$ cat src/rtl/nios_system_cam_ctrl_out.sv
// Avalon-MM camera control output port: level register plus one-shot pulse engine.
// Optional macro CAM_OUT_SETCLR_EN enables the OUTSET/OUTCLEAR writes at addr2/addr3.
module nios_system_cam_ctrl_out #(
  parameter int               WIDTH       = 15,
  parameter logic [WIDTH-1:0] RESET_VALUE = '0,
  parameter int               PULSE_LEN   = 4
) (
  input  logic             clk,
  input  logic             reset,
  input  logic [1:0]       address,
  input  logic             chipselect,
  input  logic             write_n,
  input  logic [31:0]      writedata,
  output logic [31:0]      readdata,
  output logic [WIDTH-1:0] out_port,
  output logic             pulse_busy
);

  localparam int CW = $clog2(PULSE_LEN + 1);
  localparam logic [CW-1:0] RELOAD = CW'(PULSE_LEN - 1);

  typedef enum logic {IDLE, ACTIVE} state_t;

  state_t           state_q, state_d;
  logic [CW-1:0]    cnt_q, cnt_d;
  logic [WIDTH-1:0] level_q, level_d;
  logic [WIDTH-1:0] pulse_q, pulse_d;
  logic [31:0]      readdata_q, readdata_d;

  logic             write_en;
  logic [WIDTH-1:0] wmask;
  logic             unused_ok;

  assign write_en  = chipselect & ~write_n;
  assign wmask     = writedata[WIDTH-1:0];
  assign unused_ok = &{1'b0, writedata[31:WIDTH]};

  always_comb begin
    level_d = level_q;
    if (write_en) begin
      case (address)
        2'd0: level_d = wmask;
`ifdef CAM_OUT_SETCLR_EN
        2'd2: level_d = level_q | wmask;
        2'd3: level_d = level_q & ~wmask;
`endif
        default: level_d = level_q;
      endcase
    end
  end

  // A PULSE write always beats expiry, so merged pulses show no gap.
  always_comb begin
    state_d = state_q;
    cnt_d   = cnt_q;
    pulse_d = pulse_q;
    if (write_en && address == 2'd1) begin
      if (state_q == ACTIVE) begin
        pulse_d = pulse_q | wmask;
        cnt_d   = RELOAD;
      end else if (wmask != '0) begin
        pulse_d = wmask;
        cnt_d   = RELOAD;
        state_d = ACTIVE;
      end
    end else if (state_q == ACTIVE) begin
      if (cnt_q != '0) begin
        cnt_d = cnt_q - 1'b1;
      end else begin
        pulse_d = '0;
        state_d = IDLE;
      end
    end
  end

  always_comb begin
    readdata_d = '0;
    case (address)
      2'd0: readdata_d[WIDTH-1:0] = level_q;
      2'd1: begin
        readdata_d[WIDTH-1:0] = pulse_q;
        readdata_d[31]        = (state_q == ACTIVE);
      end
      default: readdata_d = '0;
    endcase
  end

  always_ff @(posedge clk) begin
    if (reset) begin
      state_q    <= IDLE;
      cnt_q      <= '0;
      level_q    <= RESET_VALUE;
      pulse_q    <= '0;
      readdata_q <= '0;
    end else begin
      state_q    <= state_d;
      cnt_q      <= cnt_d;
      level_q    <= level_d;
      pulse_q    <= pulse_d;
      readdata_q <= readdata_d;
    end
  end

  assign out_port   = level_q | pulse_q;
  assign pulse_busy = (state_q == ACTIVE);
  assign readdata   = readdata_q;

endmodule

$ cat config.mk
export PLATFORM = sky130hd
export DESIGN_NAME = nios_system_cam_ctrl_out
export DESIGN_NICKNAME = d
export VERILOG_FILES = /design/src/rtl/nios_system_cam_ctrl_out.sv
export SDC_FILE = /design/constraint.sdc
export NUM_CORES = 1
export LEC_CHECK = 0
export BUFFER_PORTS_ARGS = -buffer_cell sky130_fd_sc_hd__buf_2
export CAP_MARGIN = 15
export CORE_MARGIN = 4
export CORE_UTILIZATION = 35
export DETAILED_ROUTE_END_ITERATION = 10
export GPL_TIMING_DRIVEN = 0
export PLACE_DENSITY = 0.6
export SYNTH_ARGS = -nofsm -noshare
export SYNTH_HDL_FRONTEND = slang
export SYNTH_SLANG_ARGS = --single-unit
$ cat constraint.sdc
create_clock -name clk -period 4.6 [get_ports clk]
set_input_delay 0.92 -clock clk [delete_from_list [all_inputs] [get_ports clk]]
set_output_delay 0.92 -clock clk [all_outputs]
set_load 0.05 [all_outputs]
Word-level counts from Yosys, hierarchy flattened

Cells that the tools add are included.

$add $sub $neg: 1
Muxes and demuxes: 16
Reduce and logical (&&, ||, !) cells: 11
Eq/ne operators: 2
Bitwise operators: 5

Operators by type and width:

| cell                                                 | number |
|---|---|
| two-way mux 15 bit                                   | 5 |
| OR 15 bit                                            | 2 |
| one-hot mux 15 bit (2 select lines)                  | 1 |
| two-way mux 3 bit                                    | 5 |
| nonzero test 15 bit                                  | 1 |
| AND reduction 3 bit                                  | 2 |
| nonzero test 2 bit                                   | 3 |
| two-way mux 1 bit                                    | 5 |
| nonzero test 3 bit                                   | 1 |
| subtractor 3 x 1 -> 3 bit (second input constant)    | 1 |
| equality test 2 x 1 -> 1 bit (second input constant) | 1 |
| zero test 2 bit                                      | 1 |
| inequality test 2 bit (second input constant)        | 1 |
| NOT 1 bit                                            | 2 |
| AND reduction 2 bit                                  | 1 |
| OR reduction 2 bit                                   | 1 |
| AND 1 bit                                            | 1 |
| logical AND 1 bit                                    | 1 |

Flip-flop bits (word level): 66
Input port bits: 38
Logic and storage cells: 42
Output and inout bits: 48

Depth between registers and ports, before layout

Gate-level depths: netlist of the first run.

Depth after elaboration: 5
Gate-level depth with buffers: 6

Least setup slack after synthesis of the first run

No wires, ideal clock.

Path type: in2reg
Start point: input port write_n
End point: register pulse_q[10]
Stages: 5
Setup slack: 2530 ps
Library setup time: 58 ps
Data required time: 4542 ps
Arrival: 2012 ps
Cell sequence: nand4bb_4 and4b_1 a211oi_4 buf_6 a22o_2

Word-level cells in the longest chain between the ends: 5
Elaborated cells on any way between the ends: 7
Classes of those cells: eq/ne (1); mux (1); bitwise (2); reduce/logical (3)

RTL lines:

| element                                                                             | RTL line | source |
|---|---|---|
| start, declared                                                                     | 12       | `input logic write_n,` |
| NOT 1 bit (*)                                                                       | 34       | `assign write_en = chipselect & ~write_n;` |
| AND 1 bit (*)                                                                       | 34       |  |
| logical AND 1 bit (*)                                                               | 57       | `if (write_en && address == 2'd1) begin` |
| inequality test 2 bit (no source line) / nonzero test 2 bit (equally long branches) | -        |  |
| AND reduction 3 bit (no source line)                                                | -        |  |
| end signal, assigned                                                                | 99       | `pulse_q <= pulse_d;` |
| end, declared                                                                       | 27       | `logic [WIDTH-1:0] pulse_q, pulse_d;` |

Every way passes the cells marked *; elsewhere a longest branch is shown, timed or not.
A chain may end at the register's enable or synchronous reset.

Final worst setup path of the first run

Start point: input port writedata[9]
End point: register pulse_q[14]

Word-level cells in the longest chain between the ends: 3

RTL lines:

| element                              | RTL line | source |
|---|---|---|
| start, declared                      | 13       | `input logic [31:0] writedata,` |
| nonzero test 15 bit                  | 61       | `end else if (wmask != '0) begin` |
| nonzero test 2 bit (no source line)  | -        |  |
| AND reduction 3 bit (no source line) | -        |  |

Every way passes these cells.

==> results.sh, run 1 <==
export IMPL_status="complete, no violations"
export IMPL_wl_um=4734
export IMPL_postLayoutSetupSlackWorst_ns=2.294
export IMPL_hold_viol_final=0
export IMPL_crit_type="in2reg"
export IMPL_yosysSeqAreaShare_pct=48.78
export IMPL_cts_resized=0
export IMPL_gr_total_overflow=0
export IMPL_drive_above_1_share_pct=37.46
export IMPL_yosysMostFrequentCell="dfxtp_1"
export IMPL_cp_start_kind="primary input"
export IMPL_die_y_um=84.57
export IMPL_syn_to_final_growth_pct=24.02
export IMPL_seq_power_share_pct=53.4
export IMPL_port_buffer_count=52
export IMPL_cp_end_kind="flip-flop"
export IMPL_synth_edf_count=0
export IMPL_clkLatencyLatePin_ns=0.31
export IMPL_ys_flop_type="dfxtp_1"
export IMPL_vdd_drop_max_uv=137.8
export IMPL_p_leak_nw=1.222
export IMPL_core_um2=5608
export IMPL_yosys_top_cells_count="50 x dfxtp_1, 32 x nand2_1, 20 x nor2_1"
export IMPL_pre_cts_ws_ns=1.975
export IMPL_cap_violations=0
export IMPL_drtIter0Drc=43
export IMPL_reg2reg_depth=5
export IMPL_worstPathRequired_ns=4.86
export IMPL_power_density_nw_per_um2=326.9
export IMPL_fp_dieArea_um2=7152
export IMPL_num_rows=27
export IMPL_hold_buffers=0
export IMPL_fmax_mhz=433.7
export IMPL_die_w_um=84.57
export IMPL_min_period_ns=2.306
export IMPL_p_comb_share_pct=15.4
export IMPL_syn_avg_cell_area_um2=9.500
export IMPL_initial_utilization_pct=36.59
export IMPL_setup_worst_path_end="pulse_q[14]"
export IMPL_slew_viol_final=0
export IMPL_finalSetupTns_ns=0
export IMPL_worst_hold_path_type="reg2reg"
export IMPL_dr_pass1_iters=4
export IMPL_path_max_fanout=10
export IMPL_avgViaCountPerCell=4.647
export IMPL_internal_power_w=0.0005868
export IMPL_cts_path_max_buffers=2
export IMPL_swShare_pct=29.46
export IMPL_ys_seq_elements=50
export IMPL_reg2reg_slack_ns=2.92
export IMPL_p_sw_w=0.0002451
export IMPL_rsz0062_at_grt="false"
export IMPL_yosys_area_top_type="dfxtp_1"
export IMPL_worst_pin_slew_ns=0.5464
export IMPL_ant_nets=0
export IMPL_yosys_top_cells_area="dfxtp_1 49%, mux2i_1 7.3%, buf_4 5.9%"
export IMPL_async_flop_share_pct=0
export IMPL_r2r_end="pulse_q[14]"
export IMPL_synth_area_um2=2052
export IMPL_first_global_vias=1686
export IMPL_synth_top_area_share_pct=48.78
export IMPL_multi_input_area_um2=927.1
export IMPL_routedWlPerCell_um=13.04
export IMPL_synth_warnings=0
export IMPL_vias=1687
export IMPL_crit_start="writedata[9]"
export IMPL_cts_made_buffers=5
export IMPL_root_buffer="clkbuf_8"
export IMPL_regArea_um2=1001
export IMPL_cts_sinks=50
export IMPL_period_share_pct=50.13
export IMPL_grt_pass1_wl_um=7969
export IMPL_diodes=0
export IMPL_arrival_ns=2.56
export IMPL_post_cts_buffers=0
export IMPL_n_fill_cell=615
export IMPL_cts_tree="done"
export IMPL_track_usage_pct=13.92
export IMPL_gp_congestion=0.7685
export IMPL_antenna_found_initial=0
export IMPL_slew_headroom_pct=63.57
export IMPL_clk_pin_slew_ns=0.10
export IMPL_yosysUniqueCellTypes=29
export IMPL_nNetsFinal=330
export IMPL_pwr_share_clk_pct=31.1
export IMPL_drc_errors=0
export IMPL_synthCells=216
export IMPL_r2r_start="pulse_busy"
export IMPL_skew_ns=0.008631
export IMPL_io_pins=86
export IMPL_grt_max_degree=16
export IMPL_htree_levels=2
export IMPL_setup_viol=0
export IMPL_hpwl_um=3511
how the worst min path moves through the flow:
stage	start	endpoint	slack (ns)	cells past startpoint
2_1_floorplan	level_q[0]	level_q[0]	0.44	2
3_3_place_gp	level_q[9]	level_q[9]	0.46	2
3_5_place_dp	level_q[12]	level_q[12]	0.46	2
4_1_cts	level_q[12]	level_q[12]	0.47	2
5_1_grt	level_q[12]	level_q[12]	0.49	2
6_report	level_q[8]	level_q[8]	0.47	2
critical path, cell delays in order:
cell	delay, ns
buf_2	0.12
nor4_1	0.42
nand4_1	0.30
a211oi_4	0.44
buf_6	0.21
a22o_2	0.15
state kept, by name, summed over array words and instances (netlist names):
register    cells
cnt_q           3
level_q        15
pulse_q        15
readdata       16
pulse_busy      1
power groups by stage:
| stage | Combinational [W] | Sequential, W | Clock (W) |
|---|---|---|---|
| after floorplan | 0.0000942 | 0.000458 | 0 |
| after global placement | 0.000128 | 0.000454 | 0 |
| after detailed placement | 0.000128 | 0.000455 | 0 |
| after CTS | 0.000128 | 0.000444 | 0.000263 |
| after global routing | 0.000138 | 0.000446 | 0.000283 |
| final | 0.000128 | 0.000444 | 0.000259 |
metal layers:
| layer | wire [µm] | vias up | global-route usage [%] |
|---|---|---|---|
| li1 | - | 849 | - |
| met5 | 0 | - | 0 |
| met3 | 447 | 9 | 4.612 |
| met2 | 2083 | 65 | 22.78 |
| met4 | 110 | 0 | 6.331 |
| met1 | 2091 | 764 | 16.49 |
logic make-up after synthesis:
group           Yosys count  share of synthesized area, %
simple gates             81                         19.70
flops                    50                         48.78
compound gates           38                         14.03
buf+inv                  29                         8.781
mux                      15                         7.317
fa+ha+maj                 2                         1.219
other cells               1                        0.1828
per-stage QoR:
step	instance area [µm²]	util, %	total power, W	hold slack [ns]	instances
2_1_floorplan	2108	-	0.0005519	0.4434	231
3_3_place_gp	2459	43.84	0.0005823	0.4555	355
3_5_place_dp	2459	43.84	0.0005829	0.4583	355
4_1_cts	2545	45.38	0.0008358	0.4720	363
5_1_grt	2545	45.38	0.0008659	0.4892	363
6_report	2545	45.38	0.0008319	0.4713	363
final cells by class:
class,count,area share (%)
plain buffers,27,6.785
clock buffers,6,2.852
clock inverters,2,0.5408
inverters,2,0.2950
multi-input cells,152,36.43
flip-flops and latches,50,39.33
well taps,72,3.540
repair buffers,52,10.23
cell usage in the layout (no fill, tap or decap), drive strengths merged:
master,count
buf,72
dfxtp,50
nand2,32
nor2,20
or2,16
a21oi,16
conb,16
mux2i,15
a22o,15
clkbuf,13
nor4,4
a31oi,3
inv,2
nand2b,2
ha,2
clkinv,2
nor3,1
or3,1
nand4,1
nand3,1
nand4bb,1
and2,1
a311oi,1
and4b,1
a211oi,1
a31o,1
a21boi,1
Power figures use the tool's default switching activity.
==> run 2, diff against run 1 <==
--- a/config.mk
+++ b/config.mk
@@ -5,13 +5,14 @@
 export SDC_FILE = /design/constraint.sdc
 export NUM_CORES = 1
 export LEC_CHECK = 0
+export ABC_AREA = 1
 export BUFFER_PORTS_ARGS = -buffer_cell sky130_fd_sc_hd__buf_2
 export CAP_MARGIN = 15
 export CORE_MARGIN = 4
 export CORE_UTILIZATION = 35
 export DETAILED_ROUTE_END_ITERATION = 10
 export GPL_TIMING_DRIVEN = 0
-export PLACE_DENSITY = 0.6
+export PLACE_DENSITY = 0.58
 export SYNTH_ARGS = -nofsm -noshare
 export SYNTH_HDL_FRONTEND = slang
 export SYNTH_SLANG_ARGS = --single-unit
==> constraint.sdc (replaced) <==
create_clock -name clk -period 2.4 [get_ports clk]
set_input_delay 0.48 -clock clk [delete_from_list [all_inputs] [get_ports clk]]
set_output_delay 0.48 -clock clk [all_outputs]
set_load 0.05 [all_outputs]
==> run 2 against run 1 <==
Register-to-register slack got worse by 1.9 ns. Clock-buffer cell count grew 1. Worst hold slack lost 0.077 ns. Clock skew fell by 0.0036 ns. Critical path type is now reg2out. Largest power group unchanged.
==> results.sh, run 2 <==
export IMPL_yosys_area_top_type="dfxtp_1"
export IMPL_p_leak_nw=1.523
export IMPL_synthCells=349
export IMPL_synth_compound_area_share_pct=14.07
export IMPL_vias=2228
export IMPL_layout_common_cells="93 x nand2_1, 58 x buf_2, 57 x nor2_1"
export IMPL_utilization_pct=44.32
export IMPL_r2r_start="pulse_busy"
export IMPL_yosysSeqAreaShare_pct=42.64
export IMPL_ys_flop_type="dfxtp_1"
export IMPL_die_w_um=89.89
export IMPL_initial_utilization_pct=36.55
export IMPL_post_cts_buffers=0
export IMPL_yosys_top_cells_count="93 x nand2_1, 57 x nor2_1, 50 x a21oi_1, 50 x dfxtp_1, 39 x inv_1"
export IMPL_critPathMaxStageDelay_ns=0.37
export IMPL_slew_headroom_pct=58.97
export IMPL_first_global_vias=2138
export IMPL_yosysMostFrequentCell="nand2_1"
export IMPL_cts_sinks=50
export IMPL_core_um2=6422
export IMPL_cts_resized=0
export IMPL_holdCritStartpoint="address[1]"
export IMPL_mostFrequentLayoutCell="nand2_1"
export IMPL_post_layout_nonfiller_instances=500
export IMPL_critPathBufInv=2
export IMPL_async_flop_share_pct=0
export IMPL_port_buffer_count=51
export IMPL_htree_levels=2
export IMPL_rsz0062_at_grt="false"
export IMPL_vdd_drop_max_uv=302.5
export IMPL_num_rows=29
export IMPL_drc_errors=0
export IMPL_drive_above_1_share_pct=21.51
export IMPL_antenna_found_initial=0
export IMPL_synth_area_um2=2347
export IMPL_r2r_end="pulse_q[2]"
export IMPL_arrival_ns=1.08
export IMPL_cp_start_kind="flip-flop"
export IMPL_worst_pin_slew_ns=0.6155
export IMPL_fmax_mhz=643.0
export IMPL_fp_dieArea_um2=8080
export IMPL_synth_warnings=0
export IMPL_wl_met1_um=2778
export IMPL_clkLatencyLatePin_ns=0.30
export IMPL_syn_avg_cell_area_um2=6.726
export IMPL_cts_tree="done"
export IMPL_hold_viol_final=0
export IMPL_drtIter0Drc=99
export IMPL_reg2reg_slack_ns=1.06
export IMPL_path_max_fanout=3
export IMPL_worst_hold_path_type="in2reg"
export IMPL_place_area_um2=2755
export IMPL_cts_made_buffers=5
export IMPL_grt_max_degree=15
export IMPL_period_share_pct=64.80
export IMPL_track_usage_pct=15.74
export IMPL_ys_seq_elements=50
export IMPL_slew_viol_final=0
export IMPL_reg2reg_depth=10
export IMPL_min_to="readdata[31]"
export IMPL_dr_pass1_iters=4
export IMPL_wl_met3_um=525
export IMPL_synthSimpleGateAreaFrac_pct=25.85
export IMPL_wl_met2_um=2792
export IMPL_skew_ns=0.004996
export IMPL_setup_viol=0
export IMPL_min_period_ns=1.555
export IMPL_path_cells="inv_1 -> nand2_1 -> buf_2"
export IMPL_synth_edf_count=0
export IMPL_cp_end_kind="primary output"
export IMPL_gp_congestion=0.7676
export IMPL_root_buffer="clkbuf_8"
export IMPL_post_place_cells=492
export IMPL_die_y_um=89.89
export IMPL_synthMuxAreaShare_pct=0
export IMPL_cp_slowest_cell="dfxtp_1"
export IMPL_avgViaCountPerCell=4.456
export IMPL_syn_to_final_growth_pct=21.27
export IMPL_finalSetupTns_ns=0
export IMPL_ant_nets=0
export IMPL_hpwl_um=4384
export IMPL_synth_xor_area_share_pct=0
export IMPL_grt_pass1_wl_um=10400
export IMPL_worstPathRequired_ns=1.92
export IMPL_clk_pin_slew_ns=0.09
export IMPL_hold_buffers=0
export IMPL_gr_total_overflow=0
export IMPL_routedWlPerCell_um=12.29
export IMPL_design_area_um2=2846
export IMPL_wl_um=6144
export IMPL_cp_top_family="flip-flops"
export IMPL_synth_top_area_share_pct=42.64
export IMPL_synth_top_family_by_area="simple AND/OR/NAND/NOR gates"
export IMPL_largest_register_ffs=16
export IMPL_power_density_nw_per_um2=612.3
export IMPL_status="complete, no violations"
export IMPL_cts_path_max_buffers=2
export IMPL_maxUsedRoutingLayer="met4"
export IMPL_diodes=0
export IMPL_nNetsFinal=462
export IMPL_min_path_cells=2
export IMPL_synth_fa_ha_area_share_pct=1.066
export IMPL_cap_violations=0
export IMPL_yosysUniqueCellTypes=19
export IMPL_io_pins=86
export IMPL_yosys_top_cells_area="dfxtp_1 43%, nand2_1 15%, a21oi_1 11%"
export IMPL_crit_type="reg2out"
==> run 2: cell count changes in the layout (fill, tap and decap cells not counted), sizes merged, moves of 3 or more <==
cell   before  now
a31oi       3    0
mux2i      15    0
nor4        4    1
a21oi      16   50
nor2       20   58
a22o       15    0
o21ai       0   16
buf        72   80
or2        16    0
nand2      32   94
inv         2   41
==> run 2: layout make-up <==
cell class,count,area (µm²)
plain buffers,33,226.5
clock buffers,7,86.33
clock inverters,1,5.005
fillers,701,3576
inverters,41,153.9
multi-input cells,240,1022
flip-flops and latches,50,1001
well taps,77,96.34
repair buffers,51,255.2
==> run 2: how the worst max path moves through the flow <==
stage / startpoint / to / slack, ns / cells past startpoint
floorplan: pulse_busy / pulse_q[0] / 0.89 / 9
global placement: reset / level_q[8] / 0.72 / 5
detailed placement: reset / level_q[8] / 0.78 / 5
CTS: pulse_q[12] / out_port[12] / 0.82 / 3
global route: pulse_q[14] / out_port[14] / 0.75 / 3
finish: pulse_q[12] / out_port[12] / 0.84 / 3
==> run 2: cells by family after synthesis <==
family                     Yosys count
and+or+nand+nor                    156
buffers and inverters               74
AOI/OAI and AO/OA                   66
DFF                                 50
adders and majority gates            2
other                                1
==> run 2: worst register-to-register path: stages (launching register included) <==
cell	delay, ns
dfxtp_1	0.32
buf_6	0.14
nor2_1	0.08
nand2_1	0.06
nor2_1	0.09
nand2_1	0.10
nand3_2	0.12
buf_6	0.16
nand2_1	0.07
nand2_1	0.06
nor2_1	0.04
==> run 2: per-layer routing <==
layer | GRT usage [%] | up-vias
li1 | - | 1182
met1 | 20.54 | 974
met2 | 26.13 | 65
met3 | 4.508 | 7
met4 | 3.061 | 0
met5 | 0 | -
==> run 2: per-stage QoR <==
stage | worst slack [ns] | hold slack (ns) | power (W)
floorplan | 0.8945 | 0.4390 | 0.001166
global placement | 0.7174 | 0.4497 | 0.001251
detailed placement | 0.7790 | 0.4518 | 0.001253
CTS | 0.8221 | 0.3869 | 0.001765
global route | 0.7532 | 0.4126 | 0.001831
finish | 0.8447 | 0.3944 | 0.001743
==> run 2: report_power, final <==
group / internal, W / total (W) / switching [W] / leakage (nW)
clock network: 0.000233 / 0.000511 / 0.000278 / 0.0482
registers: 0.000857 / 0.000872 / 0.0000150 / 0.406
logic: 0.0000937 / 0.000360 / 0.000266 / 1.07
==> run 3, diff against run 2 <==
--- a/config.mk
+++ b/config.mk
@@ -5,14 +5,14 @@
 export SDC_FILE = /design/constraint.sdc
 export NUM_CORES = 1
 export LEC_CHECK = 0
-export ABC_AREA = 1
+export ABC_AREA = 0
 export BUFFER_PORTS_ARGS = -buffer_cell sky130_fd_sc_hd__buf_2
 export CAP_MARGIN = 15
 export CORE_MARGIN = 4
 export CORE_UTILIZATION = 35
 export DETAILED_ROUTE_END_ITERATION = 10
 export GPL_TIMING_DRIVEN = 0
-export PLACE_DENSITY = 0.58
+export PLACE_DENSITY = 0.62
 export SYNTH_ARGS = -nofsm -noshare
 export SYNTH_HDL_FRONTEND = slang
 export SYNTH_SLANG_ARGS = --single-unit
==> constraint.sdc (replaced) <==
create_clock -name clk -period 1.35 [get_ports clk]
set_input_delay 0.27 -clock clk [delete_from_list [all_inputs] [get_ports clk]]
set_output_delay 0.27 -clock clk [all_outputs]
set_load 0.05 [all_outputs]
==> run 3 against run 2 <==
The run now ends with setup timing left. Total power is 68% higher. Setup slack got worse by 0.98 ns. First-iteration DRC count down 56%. Design area up 2.3%. Critical path type is now reg2reg. Critical path depth increased by 3. Clock-buffer cell count did not move. Sequential share of layout area is 0.055 points lower. Via count decreased by 24%. Die area fell by 11%. Wire length shrank 20%. Combinational power up 46%. Clock skew up 0.0052 ns.
==> results.sh, run 3 (same netlist as run 1, synthesis figures left out) <==
export IMPL_arrival_ns=1.73
export IMPL_reg2reg_slack_ns=-0.13
export IMPL_status="finished, violations left"
export IMPL_gr_total_overflow=0
export IMPL_clkLatencyLatePin_ns=0.30
export IMPL_avgViaCountPerCell=4.527
export IMPL_worst_pin_slew_ns=0.5230
export IMPL_rsz0062_at_grt="true"
export IMPL_worst_hold_path_type="in2reg"
export IMPL_cp_start_kind="flip-flop"
export IMPL_mostFrequentLayoutCell="buf_2"
export IMPL_r2r_start="cnt_q[0]"
export IMPL_setup_viol=16
export IMPL_diodes=0
export IMPL_track_usage_pct=14.22
export IMPL_crit_start="cnt_q[0]"
export IMPL_cp_end_kind="flip-flop"
export IMPL_violations="setup timing"
export IMPL_vdd_drop_max_uv=529.2
export IMPL_min_period_ns=1.483
export IMPL_hpwl_um=3488
export IMPL_largest_register_ffs=16
export IMPL_hold_buffers=0
export IMPL_clk_pin_slew_ns=0.09
export IMPL_crit_type="reg2reg"
export IMPL_first_global_vias=1679
export IMPL_path_max_fanout=5
export IMPL_fmax_mhz=674.3
export IMPL_grt_max_degree=15
export IMPL_core_um2=5608
export IMPL_gp_congestion=0.7613
export IMPL_cts_path_max_buffers=2
export IMPL_die_y_um=84.57
export IMPL_htree_levels=2
export IMPL_antenna_found_initial=0
export IMPL_dr_pass1_iters=4
export IMPL_hold_viol_final=0
export IMPL_num_rows=27
export IMPL_ant_nets=0
export IMPL_die_w_um=84.57
export IMPL_drc_errors=0
export IMPL_wl_um=4922
export IMPL_slew_headroom_pct=65.13
export IMPL_routedWlPerCell_um=13.16
export IMPL_n_fill_cell=545
export IMPL_finalPower_w=0.002927
export IMPL_nNetsFinal=341
export IMPL_setup_worst_path_end="pulse_q[5]"
export IMPL_drive_above_1_share_pct=48.68
export IMPL_initial_utilization_pct=36.59
export IMPL_power_density_nw_per_um2=1005
export IMPL_cts_sinks=50
export IMPL_layout_common_cells="37 x buf_2, 35 x dfxtp_1, 32 x nand2_1"
export IMPL_drtIter0Drc=44
export IMPL_root_buffer="clkbuf_8"
export IMPL_cts_tree="done"
export IMPL_r2r_end="pulse_q[5]"
export IMPL_port_buffer_count=52
export IMPL_cts_made_buffers=5
export IMPL_period_share_pct=109.9
export IMPL_reg2reg_depth=6
export IMPL_worstPathRequired_ns=1.60
export IMPL_cap_violations=0
export IMPL_slew_viol_final=0
export IMPL_fp_dieArea_um2=7152
export IMPL_p_leak_nw=1.325
export IMPL_vias=1693
export IMPL_io_pins=86
export IMPL_postLayoutSetupSlackWorst_ns=-0.1331
export IMPL_syn_to_final_growth_pct=41.89
export IMPL_skew_ns=0.01023
export IMPL_grt_pass1_wl_um=8135
export IMPL_utilization_pct=51.92
run 3: changes by cell type in the layout (fill, tap and decap cells not counted), moves of 15 or more:
cell / delta
a21oi_1: -35
buf_2: -21
dfxtp_1: -15
inv_1: -39
mux2i_1: +15
nand2_1: -61
nor2_1: -37
o21ai_0: -16
run 3: cell type report:
cell class | count | area [µm²] | area share, %
multi-input cells | 152 | 1020 | 35.02
plain buffers | 27 | 181.4 | 6.231
inverters | 2 | 7.507 | 0.2578
clock inverters | 1 | 5.005 | 0.1719
clock buffers | 7 | 86.33 | 2.965
repair buffers | 63 | 499.2 | 17.15
well taps | 72 | 90.09 | 3.094
flip-flops and latches | 50 | 1022 | 35.11
run 3: how the worst min path moves through the flow:
stage                       end  depth (start not counted)          start  slack, ns
finish              pulse_q[11]                          2  writedata[11]       0.23
CTS                 pulse_q[13]                          2  writedata[13]       0.21
detailed placement   level_q[9]                          2     level_q[9]       0.46
floorplan            pulse_q[0]                          1   writedata[0]       0.40
global route         pulse_q[3]                          2   writedata[3]       0.22
global placement    level_q[14]                          2    level_q[14]       0.45
run 3: critical path, cell delays in order, from the launching register on:
cell,delay [ns]
dfxtp_2,0.34
inv_2,0.05
ha_2,0.17
and4b_1,0.20
a211oi_4,0.35
buf_6,0.18
a22o_2,0.14
run 3: power breakdown:
part	internal (W)	switching [W]
Combinational	0.000199	0.000327
Clock	0.000414	0.000472
Sequential	0.00150	0.0000156
Total	0.00211	0.000815
run 3: through the flow:
step	hold slack [ns]	worst slack, ns	instances	cell area (µm²)	TNS (ns)
final	0.2250	-0.1331	374	2912	-1.727
after global routing	0.2169	-0.1993	374	2912	-2.857
after detailed placement	0.4585	-0.6352	355	2462	-16.02
after CTS	0.2145	-0.1676	374	2878	-2.267
after global placement	0.4518	-0.5921	355	2462	-14.99
after floorplan	0.3957	-0.1056	231	2112	-1.056
run 3: routing by layer:
| metal | vias up | GRT usage, % | wire, µm |
|---|---|---|---|
| met5 | - | 0 | 0 |
| met4 | 0 | 4.029 | 57 |
| met3 | 5 | 3.729 | 266 |
| met2 | 46 | 23.77 | 2320 |
| met1 | 771 | 18.02 | 2278 |
| li1 | 871 | - | - |
run 3: repair_timing:
item / in CTS / in global routing
buffers inserted: 10 / 0
pin swaps: 10 / 4
endpoints found under the setup margin: 44 / 34
gates resized for setup: 83 / 15
cloned: 1 / 0
